$ cat src/rtl/calc_pkg.sv
// Shared types and constants for the calculator key sequencer.
package calc_pkg;

    typedef enum logic [1:0] {
        ENTER_A = 2'd0,
        ENTER_B = 2'd1,
        EXEC    = 2'd2,
        SHOW    = 2'd3
    } state_t;

    localparam logic [1:0] OP_ADD = 2'd0;
    localparam logic [1:0] OP_SUB = 2'd1;
    localparam logic [1:0] OP_MUL = 2'd2;
    localparam logic [1:0] OP_DIV = 2'd3;

    localparam logic [3:0] KEY_ADD = 4'hA;
    localparam logic [3:0] KEY_SUB = 4'hB;
    localparam logic [3:0] KEY_MUL = 4'hC;
    localparam logic [3:0] KEY_DIV = 4'hD;
    localparam logic [3:0] KEY_CLR = 4'hE;
    localparam logic [3:0] KEY_EQ  = 4'hF;

    function automatic logic is_digit(input logic [3:0] k);
        return k <= 4'd9;
    endfunction

    function automatic logic is_op(input logic [3:0] k);
        return (k >= KEY_ADD) && (k <= KEY_DIV);
    endfunction

    function automatic logic [1:0] key_to_op(input logic [3:0] k);
        logic [1:0] op;
        case (k)
            KEY_SUB: op = OP_SUB;
            KEY_MUL: op = OP_MUL;
            KEY_DIV: op = OP_DIV;
            default: op = OP_ADD;
        endcase
        return op;
    endfunction

endpackage

$ cat src/rtl/calc_dec_accum.sv
// Decimal digit accumulator: nxt = cur*10 + digit, holding cur when that
// would not fit in N bits.
module calc_dec_accum #(
    parameter int N = 8
) (
    input  logic [N-1:0] cur,
    input  logic [3:0]   digit,
    output logic [N-1:0] nxt
);

    // Four extra bits cover cur*10 + 9 for any cur below 2^N.
    logic [N+3:0] wide;

    always_comb begin
        wide = (N+4)'(cur) * (N+4)'(10) + (N+4)'(digit);
        if (wide[N+3:N] != 4'd0)
            nxt = cur;
        else
            nxt = wide[N-1:0];
    end

endmodule

$ cat src/rtl/calc_sequencer.sv
// Keypad calculator sequencer: collects two decimal operands and an operator,
// hands them to an external arithmetic unit and holds the result.
// Optional EXEC watchdog is enabled by defining CALC_TIMEOUT_EN.
module calc_sequencer
    import calc_pkg::*;
#(
    parameter int N   = 8,
    parameter int TMO = 255
) (
    input  logic           clk,
    input  logic           rst_l,
    input  logic           key_valid,
    input  logic [3:0]     key_code,
    output logic           op_req,
    output logic [1:0]     op_code,
    output logic [N-1:0]   op_a,
    output logic [N-1:0]   op_b,
    input  logic           op_done,
    input  logic [2*N-1:0] op_result,
    input  logic           op_err,
    output logic [N-1:0]   entry,
    output logic [2*N-1:0] result,
    output logic           result_valid,
    output logic           err,
    output logic           busy
);

    if (TMO < 0) begin : g_tmo_chk
        $error("TMO must be non-negative");
    end

    state_t         state;
    logic [N-1:0]   a;
    logic [N-1:0]   b;
    logic [N-1:0]   acc_cur;
    logic [N-1:0]   acc_nxt;
    logic           result_fits;

    // One accumulator serves whichever operand is being keyed.
    assign acc_cur     = (state == ENTER_B) ? b : a;
    assign result_fits = !err && (result[2*N-1:N] == '0);

    calc_dec_accum #(.N(N)) u_accum (
        .cur   (acc_cur),
        .digit (key_code),
        .nxt   (acc_nxt)
    );

`ifdef CALC_TIMEOUT_EN
    localparam int CW = (TMO > 0) ? $clog2(TMO + 1) : 1;
    logic [CW-1:0] tmo_cnt;
    logic          tmo_hit;
    assign tmo_hit = (tmo_cnt == CW'(TMO));
`endif

    always_ff @(posedge clk or negedge rst_l) begin
        if (!rst_l) begin
            state        <= ENTER_A;
            a            <= '0;
            b            <= '0;
            op_req       <= 1'b0;
            op_code      <= OP_ADD;
            op_a         <= '0;
            op_b         <= '0;
            entry        <= '0;
            result       <= '0;
            result_valid <= 1'b0;
            err          <= 1'b0;
            busy         <= 1'b0;
`ifdef CALC_TIMEOUT_EN
            tmo_cnt      <= '0;
`endif
        end else if (state == EXEC) begin
            // Keys are deliberately ignored here, even alongside op_done.
            if (op_done) begin
                result       <= op_result;
                err          <= op_err;
                op_req       <= 1'b0;
                result_valid <= 1'b1;
                busy         <= 1'b0;
                state        <= SHOW;
            end
`ifdef CALC_TIMEOUT_EN
            else if (tmo_hit) begin
                result       <= '0;
                err          <= 1'b1;
                op_req       <= 1'b0;
                result_valid <= 1'b1;
                busy         <= 1'b0;
                state        <= SHOW;
            end else begin
                tmo_cnt <= tmo_cnt + 1'b1;
            end
`endif
        end else if (key_valid) begin
            if (key_code == KEY_CLR) begin
                a            <= '0;
                b            <= '0;
                entry        <= '0;
                result       <= '0;
                result_valid <= 1'b0;
                err          <= 1'b0;
                state        <= ENTER_A;
            end else begin
                case (state)
                    ENTER_A: begin
                        if (is_digit(key_code)) begin
                            a     <= acc_nxt;
                            entry <= acc_nxt;
                        end else if (is_op(key_code)) begin
                            op_code <= key_to_op(key_code);
                            b       <= '0;
                            entry   <= '0;
                            state   <= ENTER_B;
                        end else begin
                            result       <= {{N{1'b0}}, a};
                            err          <= 1'b0;
                            result_valid <= 1'b1;
                            state        <= SHOW;
                        end
                    end
                    ENTER_B: begin
                        if (is_digit(key_code)) begin
                            b     <= acc_nxt;
                            entry <= acc_nxt;
                        end else if (is_op(key_code)) begin
                            op_code <= key_to_op(key_code);
                        end else begin
                            op_req <= 1'b1;
                            op_a   <= a;
                            op_b   <= b;
                            busy   <= 1'b1;
                            state  <= EXEC;
`ifdef CALC_TIMEOUT_EN
                            tmo_cnt <= '0;
`endif
                        end
                    end
                    SHOW: begin
                        if (is_digit(key_code)) begin
                            a            <= N'(key_code);
                            entry        <= N'(key_code);
                            result_valid <= 1'b0;
                            err          <= 1'b0;
                            state        <= ENTER_A;
                        end else if (is_op(key_code) && result_fits) begin
                            // Chain the previous result in as the next A.
                            a       <= result[N-1:0];
                            op_code <= key_to_op(key_code);
                            b       <= '0;
                            entry   <= '0;
                            state   <= ENTER_B;
                        end
                    end
                    default: ;
                endcase
            end
        end
    end

endmodule
$ cat config.mk
export PLATFORM = sky130hd
export DESIGN_NAME = calc_sequencer
export DESIGN_NICKNAME = d
export VERILOG_FILES = /design/src/rtl/calc_pkg.sv /design/src/rtl/calc_dec_accum.sv /design/src/rtl/calc_sequencer.sv
export SDC_FILE = /design/constraint.sdc
export NUM_CORES = 1
export LEC_CHECK = 0
export ABC_AREA = 1
export CAP_MARGIN = 10
export CORE_MARGIN = 2
export CORE_UTILIZATION = 49
export CTS_CLUSTER_SIZE = 25
export DETAILED_ROUTE_END_ITERATION = 7
export GPL_TIMING_DRIVEN = 0
export PLACE_DENSITY = 0.77
export SLEW_MARGIN = 10
export SYNTH_ARGS = -nofsm -noshare
export SYNTH_HDL_FRONTEND = slang
export SYNTH_HIERARCHICAL = 1
export SYNTH_SLANG_ARGS = --single-unit
export TNS_END_PERCENT = 1
$ cat constraint.sdc
create_clock -name clk -period 4.13 [get_ports clk]
set_input_delay 0.413 -clock clk [delete_from_list [all_inputs] [get_ports clk]]
set_output_delay 0.413 -clock clk [all_outputs]
set_load 0.005 [all_outputs]
==> out/qor.csv, run 1 <==
metric,value,unit
status,finished clean,
Post-Synthesis Cells,549,
period utilization,0.951,
leakage power,2.63,nW
slew margin rel.,0.474,
CP required,4360,ps
Die X,97.1,um
Crit-path slowest cell,fa_1,
Clock Sinks,63,
first-pass detailed-route iteration total,5,
first-pass GRT wire length,18800,um
Hold Buf Count CTS,0,
antenna violations before repair,0,
CP startpoint kind,flip-flop,
pre-CTS setup slack,-604,ps
Post-synth top flop,dfrtp_1,
Area Growth Syn to Fin,26.3,%
Starting Density,0.512,
Rows,33,
YS warnings,6,
routed len/inst,15.3,um
vias in the first global route,3747,
Antenna Cells,0,
nets,680,
CP Depth,25,
# placed instances,724,
Final Util,0.647,
Critical Path Fanout Max,10,
vias post-DR,4036,
die height,97.1,um
DR vias/cell,5.42,
Iteration-0 DRC Markers,354,
setup ws final,203,ps
Clock H-tree levels,3,
Total GRT Usage,0.246,
global placement routability congestion,0.873,
ANT nets after route,0,
Post-Layout Cell Count,744,
synthesized cell area,4250,um2
CTS Buf Count,9,
io pins,71,
async set or reset register ratio after synthesis,1.00,
grt ovf,0,
Slew Limit Fails,0,
Setup CP Type,reg -> reg,
Worst-path clk slew,70,ps
Pint,2.14,mW
Worst Reg-to-Reg Cells,25,
DP Area,5080,um2
deepest clock path buffer count,2,
syn_area_per_cell,7.74,um2
combinational fraction of design power,0.662,
Worst Setup End Kind,flip-flop,
"slowest stage delay, CP",460,ps
HPWL after DPL,8590,um
number of synthesized flops with an enable pin,0,
NetSw,2.12,mW
register area share after synthesis,0.371,
Seq cells post-synth,63,
clock root cell,clkbuf_8,
Remaining DRCs,0,
clk_lat worst skew,350,ps
fmax,255,MHz
max cap viols,0,
Layout Skew,6.00,ps
cell mode on critical path,nand2_1,
core box area,8300,um2
Port-buffer cells,70,
switch share,0.497,
critical path arrival,4160,ps
largest net degree at the start of global routing,64,
CP top delay family,adder cells,
Final Hold Viols,0,
share of cells above drive strength 1,0.153,
Clock Power Share,0.114,
worst min path class,in -> async,
Peak VDD IR,361,uV
R2R Setup Slk,200,ps
Worst Tran Pin Value,789,ps
fin area,5370,um2
final setup fails,0,
Netlist cell types,38,
power per cell area,793,nW/um2
setup_tns,0,ps
DRT Wirelength,11400,um
WP buf/inv,7,
r2r startpoint,state[1]$_DFFE_PN0P_,
final worst path period need,3930,ps
syn_nets,595,
Filler Cell Count,703,
reg2reg end,entry[4]$_DFFE_PN0P_,
register share of total power,0.224,
TritonCTS clock tree,built,
die area,9430,um2
cell usage in the layout, fill, tap and decap left out, types with 16 or more instances in the layout:
master | synthesis | routed
clkdlybuf4s50_1 | 0 | 69
dfrtp_1 | 63 | 62
ha_1 | 19 | 18
inv_1 | 50 | 48
nand2_1 | 181 | 179
nand3_1 | 25 | 25
nand4_1 | 30 | 30
nor2_1 | 30 | 28
o21ai_0 | 45 | 36
o21ai_1 | 11 | 16
worst register-to-register path: stages (launching register included):
cell and delay, ps:
dfrtp_1 400, inv_2 80, ha_4 180, clkbuf_8 170, buf_12 160, buf_6 140
nand2_1 110, o21ai_4 100, ha_1 300, ha_1 210, inv_1 80, fa_1 460
inv_2 100, nand2_2 70, nor2_4 130, nand2_4 90, nor2_2 120, nand2_2 90
buf_4 170, nand4_1 90, nand2_1 100, nand2_1 80, nor2_1 60, o21bai_1 190
nand4_1 110, nand2_1 70
final cells by class:
cell class                      count  area [um2]  share of cell area
Buffer                             14         120              0.0224
Timing Repair Buffer               73         721               0.134
Clock inverter                      7        47.5             0.00886
Multi-Input combinational cell    415        2420               0.451
Tap cell                          105         131              0.0245
Sequential cell                    63        1580               0.294
Clock buffer                        9         124              0.0231
Inverter                           58         223              0.0415
worst max-delay path by stage:
stage / to / startpoint
floorplan: entry[0]$_DFFE_PN0P_ / state[1]$_DFFE_PN0P_
global placement: a[3]$_DFFE_PN0P_ / state[1]$_DFFE_PN0P_
detailed placement: a[3]$_DFFE_PN0P_ / state[1]$_DFFE_PN0P_
CTS: entry[0]$_DFFE_PN0P_ / state[1]$_DFFE_PN0P_
global route: entry[0]$_DFFE_PN0P_ / state[1]$_DFFE_PN0P_
finish: entry[4]$_DFFE_PN0P_ / state[1]$_DFFE_PN0P_
sequential cells by signal, summed over array words and instances (netlist names):
signal	flops
busy	1
a	8
err	1
entry	8
state	2
b	8
op_code	2
result	16
op_b	8
op_a	8
result_valid	1
cell usage after synthesis (all sizes together), types with 2 or more instances:
| master | n | area [um2] |
|---|---|---|
| o211ai | 3 | 22.5 |
| a21oi | 10 | 61.3 |
| inv | 57 | 219 |
| xor2 | 2 | 17.5 |
| a31oi | 2 | 12.5 |
| nand4 | 30 | 188 |
| nor3 | 4 | 31.3 |
| ha | 19 | 238 |
| dfrtp | 63 | 1580 |
| nand2 | 200 | 848 |
| nand3 | 34 | 260 |
| o21ai | 59 | 314 |
| clkbuf | 3 | 11.3 |
| buf | 11 | 77.6 |
| o21bai | 4 | 30.0 |
| fa | 2 | 40.0 |
| nor2 | 36 | 184 |
| mux2 | 8 | 105 |
layer usage:
layer  vias up  routed length (um)  global-route usage
li1       1981                   -                   -
met4         0                 149              0.0553
met5         -                   0                   0
met2       153                5350               0.397
met3        19                 650              0.0468
met1      1883                5240               0.344
repair_timing:
| item | in CTS | in global routing |
|---|---|---|
| gates cloned | 0 | 1 |
| pin swaps | 1 | 5 |
| buffers inserted | 1 | 2 |
| setup endpoints to repair | 24 | 24 |
| resized for setup | 11 | 22 |
stage by stage:
step | total power [mW] | hold WS [ps]
floorplan | 2.77 | 117
global placement | 3.52 | 453
detailed placement | 3.58 | 458
CTS | 4.11 | 170
global route | 4.64 | 210
finish | 4.26 | 142
cells by family (layout without fill, tap and decap cells):
group / Yosys count / after routing / synth area share
compound gates: 78 / 79 / 0.104
mux: 8 / 8 / 0.0247
fa+ha+maj: 21 / 21 / 0.0654
buf+inv: 72 / 161 / 0.0733
flops: 63 / 63 / 0.371
xor+xnor: 3 / 3 / 0.00618
simple gates: 304 / 304 / 0.356
power groups by stage:
| stage | Combinational (mW) | Clock [mW] | Sequential, mW |
|---|---|---|---|
| finish | 2.82 | 0.486 | 0.953 |
| detailed placement | 2.63 | 0 | 0.958 |
| floorplan | 1.82 | 0 | 0.948 |
| CTS | 2.67 | 0.495 | 0.948 |
| global placement | 2.58 | 0 | 0.949 |
| global route | 3.14 | 0.516 | 0.981 |
Power figures use the tool's default switching activity.
==> inputs of run 2 (changes only) <==
--- a/config.mk
+++ b/config.mk
@@ -7,7 +7,6 @@
 export LEC_CHECK = 0
 export ABC_AREA = 1
 export CAP_MARGIN = 10
-export CORE_MARGIN = 2
 export CORE_UTILIZATION = 49
 export CTS_CLUSTER_SIZE = 25
 export DETAILED_ROUTE_END_ITERATION = 7
==> constraint.sdc (replaced) <==
create_clock -name clk -period 3.5 [get_ports clk]
set_input_delay 0.35 -clock clk [delete_from_list [all_inputs] [get_ports clk]]
set_output_delay 0.35 -clock clk [all_outputs]
set_load 0.005 [all_outputs]
==> run 2 against run 1 <==
The run now ends with setup timing left. Via count up 5.3%. Die area down 4.1%. Critical path type unchanged. Utilization up 4.4 points. Combinational power up 41%. Sequential power up 18%. Highest routed layer unchanged. Register-to-register slack worse by 270 ps. Largest cell class unchanged. Fmax up 10%. Largest power group unchanged. Critical path depth down 5. Clock skew up 1.6 ps.
==> out/qor.csv, run 2 (synthesis gave the netlist of run 1 again) <==
metric,value,unit
Rows,33,
period utilization,1.02,
die area,9050,um2
io pins,71,
leakage power,2.77,nW
failing checks,setup timing,
Layout Skew,7.64,ps
Hold Buf Count CTS,0,
first-pass GRT wire length,18600,um
clk_lat worst skew,360,ps
Final Hold Viols,0,
first-pass detailed-route iteration total,6,
nets,696,
Iteration-0 DRC Markers,358,
CP Cell Sequence,ha_4 > buf_4 > o21ai_4 > ha_1 > inv_1 > fa_2 > inv_2 > nand2_4 > nor2_4 > nand2_4 > nor2_4 > nand2_4 > nand3_4 > nand2_2 > nand2_2 > nand2_2 > buf_4 > nor2_1 > nand4_1 > nand2_1,
Clock H-tree levels,3,
routed len/inst,16.1,um
worst hold slack,76.7,ps
"commonest non-fill, non-tap cells in the layout","nand2_1 (160), clkdlybuf4s50_1 (69), dfrtp_1 (63)",
DR vias/cell,5.59,
die height,95.1,um
Peak VDD IR,505,uV
Critical Path Fanout Max,7,
Remaining DRCs,0,
Worst Setup End Kind,flip-flop,
Final Util,0.691,
CTS Buf Count,9,
Clock Sinks,63,
max cap viols,0,
Setup CP Type,reg -> reg,
Area Growth Syn to Fin,35.0,%
fin area,5740,um2
final worst path period need,3570,ps
final setup fails,2,
antenna violations before repair,0,
vias post-DR,4248,
# placed instances,724,
HPWL after DPL,8310,um
critical path arrival,3860,ps
Worst-path clk slew,80,ps
multi-input logic area,2640,um2
grt ovf,0,
ANT nets after route,0,
Crit-path slowest cell,fa_2,
slew margin rel.,0.465,
Power Total,5.78,mW
Post-Layout Cell Count,760,
Worst Reg-to-Reg Cells,20,
Reg area,1580,um2
Slew Limit Fails,0,
DP Area,5120,um2
share of cells above drive strength 1,0.237,
deepest clock path buffer count,2,
worst min path class,in -> async,
CP startpoint kind,flip-flop,
Largest register FFs,16,
fmax,280,MHz
status,"complete, but fails checks",
CP required,3800,ps
global placement routability congestion,0.904,
core box area,8300,um2
Port-buffer cells,70,
Starting Density,0.512,
Largest Register,result,
setup ws final,-65.3,ps
most common library cell in the layout ignoring fill and taps,nand2_1,
clock root cell,clkbuf_8,
Total GRT Usage,0.269,
power per cell area,1010,nW/um2
Worst Tran Pin Value,802,ps
Antenna Cells,0,
Filler Cell Count,636,
Die X,95.1,um
vias in the first global route,3930,
RSZ-0062 raised after global routing,true,
"slowest stage delay, CP",450,ps
largest net degree at the start of global routing,64,
DRT Wirelength,12300,um
TritonCTS clock tree,built,
run 2: changes by cell type in the layout (fill, tap and decap cells not counted), moves of 4 or more:
cell	change
nand2_2	+17
nand2_1	-19
o21ai_1	-4
buf_4	+14
nor2_1	-4
run 2: routing by layer:
layer / global-route usage / vias to the layer above / wire [um]
li1: - / 2007 / -
met1: 0.357 / 1997 / 5230
met2: 0.433 / 210 / 5830
met3: 0.0590 / 34 / 925
met4: 0.0896 / 0 / 286
met5: 0 / - / 0
run 2: layout make-up:
type | count | area share
multi-input cells | 416 | 0.461
flip-flops and latches | 63 | 0.275
repair buffers | 90 | 0.152
inverters | 58 | 0.0388
clock buffers | 11 | 0.0247
well taps | 105 | 0.0229
plain buffers | 12 | 0.0157
clock inverters | 5 | 0.00982
run 2: power breakdown:
group	internal [mW]	switching (mW)	total (mW)
Combinational	1.62	2.37	3.99
Clock	0.349	0.311	0.660
Sequential	0.968	0.154	1.12
run 2: through the flow:
step | worst slack, ps | TNS [ps]
2_1_floorplan | 10.7 | 0
6_report | -65.3 | -65.6
3_5_place_dp | -527 | -9220
5_1_grt | -173 | -1190
3_3_place_gp | -445 | -6920
4_1_cts | 6.72 | 0
run 2: worst max-delay path, delay by kind of cell, from the launching register on:
kind                       cells  cell delay, ps
and+or+nand+nor               12            1370
AOI/OAI and AO/OA              1             230
adders and majority gates      3             970
DFF                            1             410
buffers and inverters          4             510
run 2: worst paths after layout:
path	end	startpoint	slack (ps)
worst max-delay path	b[2]$_DFFE_PN0P_	state[0]$_DFFE_PN0P_	-70
worst min-delay path	op_b[6]$_DFFE_PN0P_	rst_l	80
worst max register to register	b[2]$_DFFE_PN0P_	state[0]$_DFFE_PN0P_	-70
worst min register to register	result_valid$_DFFE_PN0P_	result_valid$_DFFE_PN0P_	480
max in group asynchronous	busy$_DFFE_PN0P_	rst_l	2890
min in group clk	result_valid$_DFFE_PN0P_	result_valid$_DFFE_PN0P_	480
run 2: timing repair:
action	in CTS	in global routing
resized for setup	26	47
endpoints found under the setup margin	24	23
gates cloned	2	1
setup buffers	12	7
pin swaps	10	35
==> patch: new RTL, settings of run 2 <==
Make the reset (`rst_l`) synchronous in one clocked block.
--- a/src/rtl/calc_sequencer.sv
+++ b/src/rtl/calc_sequencer.sv
@@ -53,7 +53,7 @@
     assign tmo_hit = (tmo_cnt == CW'(TMO));
 `endif
 
-    always_ff @(posedge clk or negedge rst_l) begin
+    always_ff @(posedge clk) begin
         if (!rst_l) begin
             state        <= ENTER_A;
             a            <= '0;
Function: differs if rst_l is asserted again (counterexample within 4 cycles, from zero or initial values and one cycle with rst_l low); with rst_l held inactive, the same outputs for 4 cycles.
==> patch against run 2 <==
  * Area after synthesis down 7.1%
  * Worst setup slack gained 0.17 ns
  * Final area fell by 6.6%
  * Sequential share of layout area down 3.9 points
  * Routed wire length down 0.45%
  * Sequential cell count unchanged
  * Total power fell by 14%
  * Synthesized cell count grew 9.5%
  * Cell count rose by 6.2%
  * First-iteration DRC count is 15% lower
  * Combinational power decreased by 16%
  * Critical path type unchanged
  * Largest cell class unchanged
  * Highest routed layer unchanged
==> patch: results (changes against run 2) <==
fraction of registers with async set/reset=0% (was 100%); cells taking the most area after synthesis=dfxtp_1, nand2_1, a21oi_1 (was dfrtp_1, nand2_1, ha_1); clock network power=635 uW (was 660 uW); Non-CTS inverters=70 (was 58); Iteration-0 DRC Markers=305 (was 358); layout net count=746 (was 696); Internal=2570 uW (was 2940 uW); Worst R2R Path Depth=21 (was 20); number of non-clock buffers=113 (was 102); status=finished, final reports clean (was finished with violations); drt first pass iters=5 (was 6); Final HPWL DP=8870 um (was 8310 um); Layout Cells excl Fill=807 (was 760); placed cells=773 (was 724); cell area after placement=4790 um^2 (was 5120 um^2); complex-gate fraction of the synthesized area=16.2% (was 10.4%); Worst slew margin=57.5% (was 46.5%); Synth cell types=35 (was 38); layout cells sized above 1=16.7% (was 23.7%); Fillers=682 (was 636); syn_nets=647 (was 595); worst min path class=reg -> reg (was in -> async); post-synthesis xor/xnor area fraction=0.665% (was 0.618%); mux contribution to synthesized area=0% (was 2.47%); reg2reg setup slack=0.10 ns (was -0.07 ns); number of global-route vias before repair=4225 (was 3930); Multi-input gate area=2500 um^2 (was 2640 um^2); GP Congestion=0.957 (was 0.904)
patch: cell types whose count changed in the layout (fill, tap and decap cells not counted), moves of 17 or more:
| cell | change |
|---|---|
| nor2_1 | +30 |
| dfrtp_1 | -63 |
| nand2_1 | -24 |
| dfxtp_1 | +61 |
| a21oi_1 | +53 |
| nand3_1 | +17 |
patch: repair_timing:
item                                    in CTS  in global routing
resized for setup                           39                 28
cloned                                       0                  1
endpoints found under the setup margin      24                 22
pin swaps                                   13                 20
buffers inserted                            12                  6
patch: stage by stage:
step	hold slack, ns	utilization [%]	setup slack, ns	TNS (ns)
finish	0.473	69.0	0.102	0
global route	0.498	69.0	-0.0108	-0.0276
CTS	0.473	66.9	0.000898	0
detailed placement	0.458	61.6	-0.561	-9.46
global placement	0.455	61.6	-0.471	-7.30
floorplan	0.444	-	0.00844	0
patch: per-layer routing:
metal	routed length (um)	GRT usage, %
met1	5310	37.6
met2	5880	51.4
met3	726	5.14
met4	293	11.3
met5	0	0
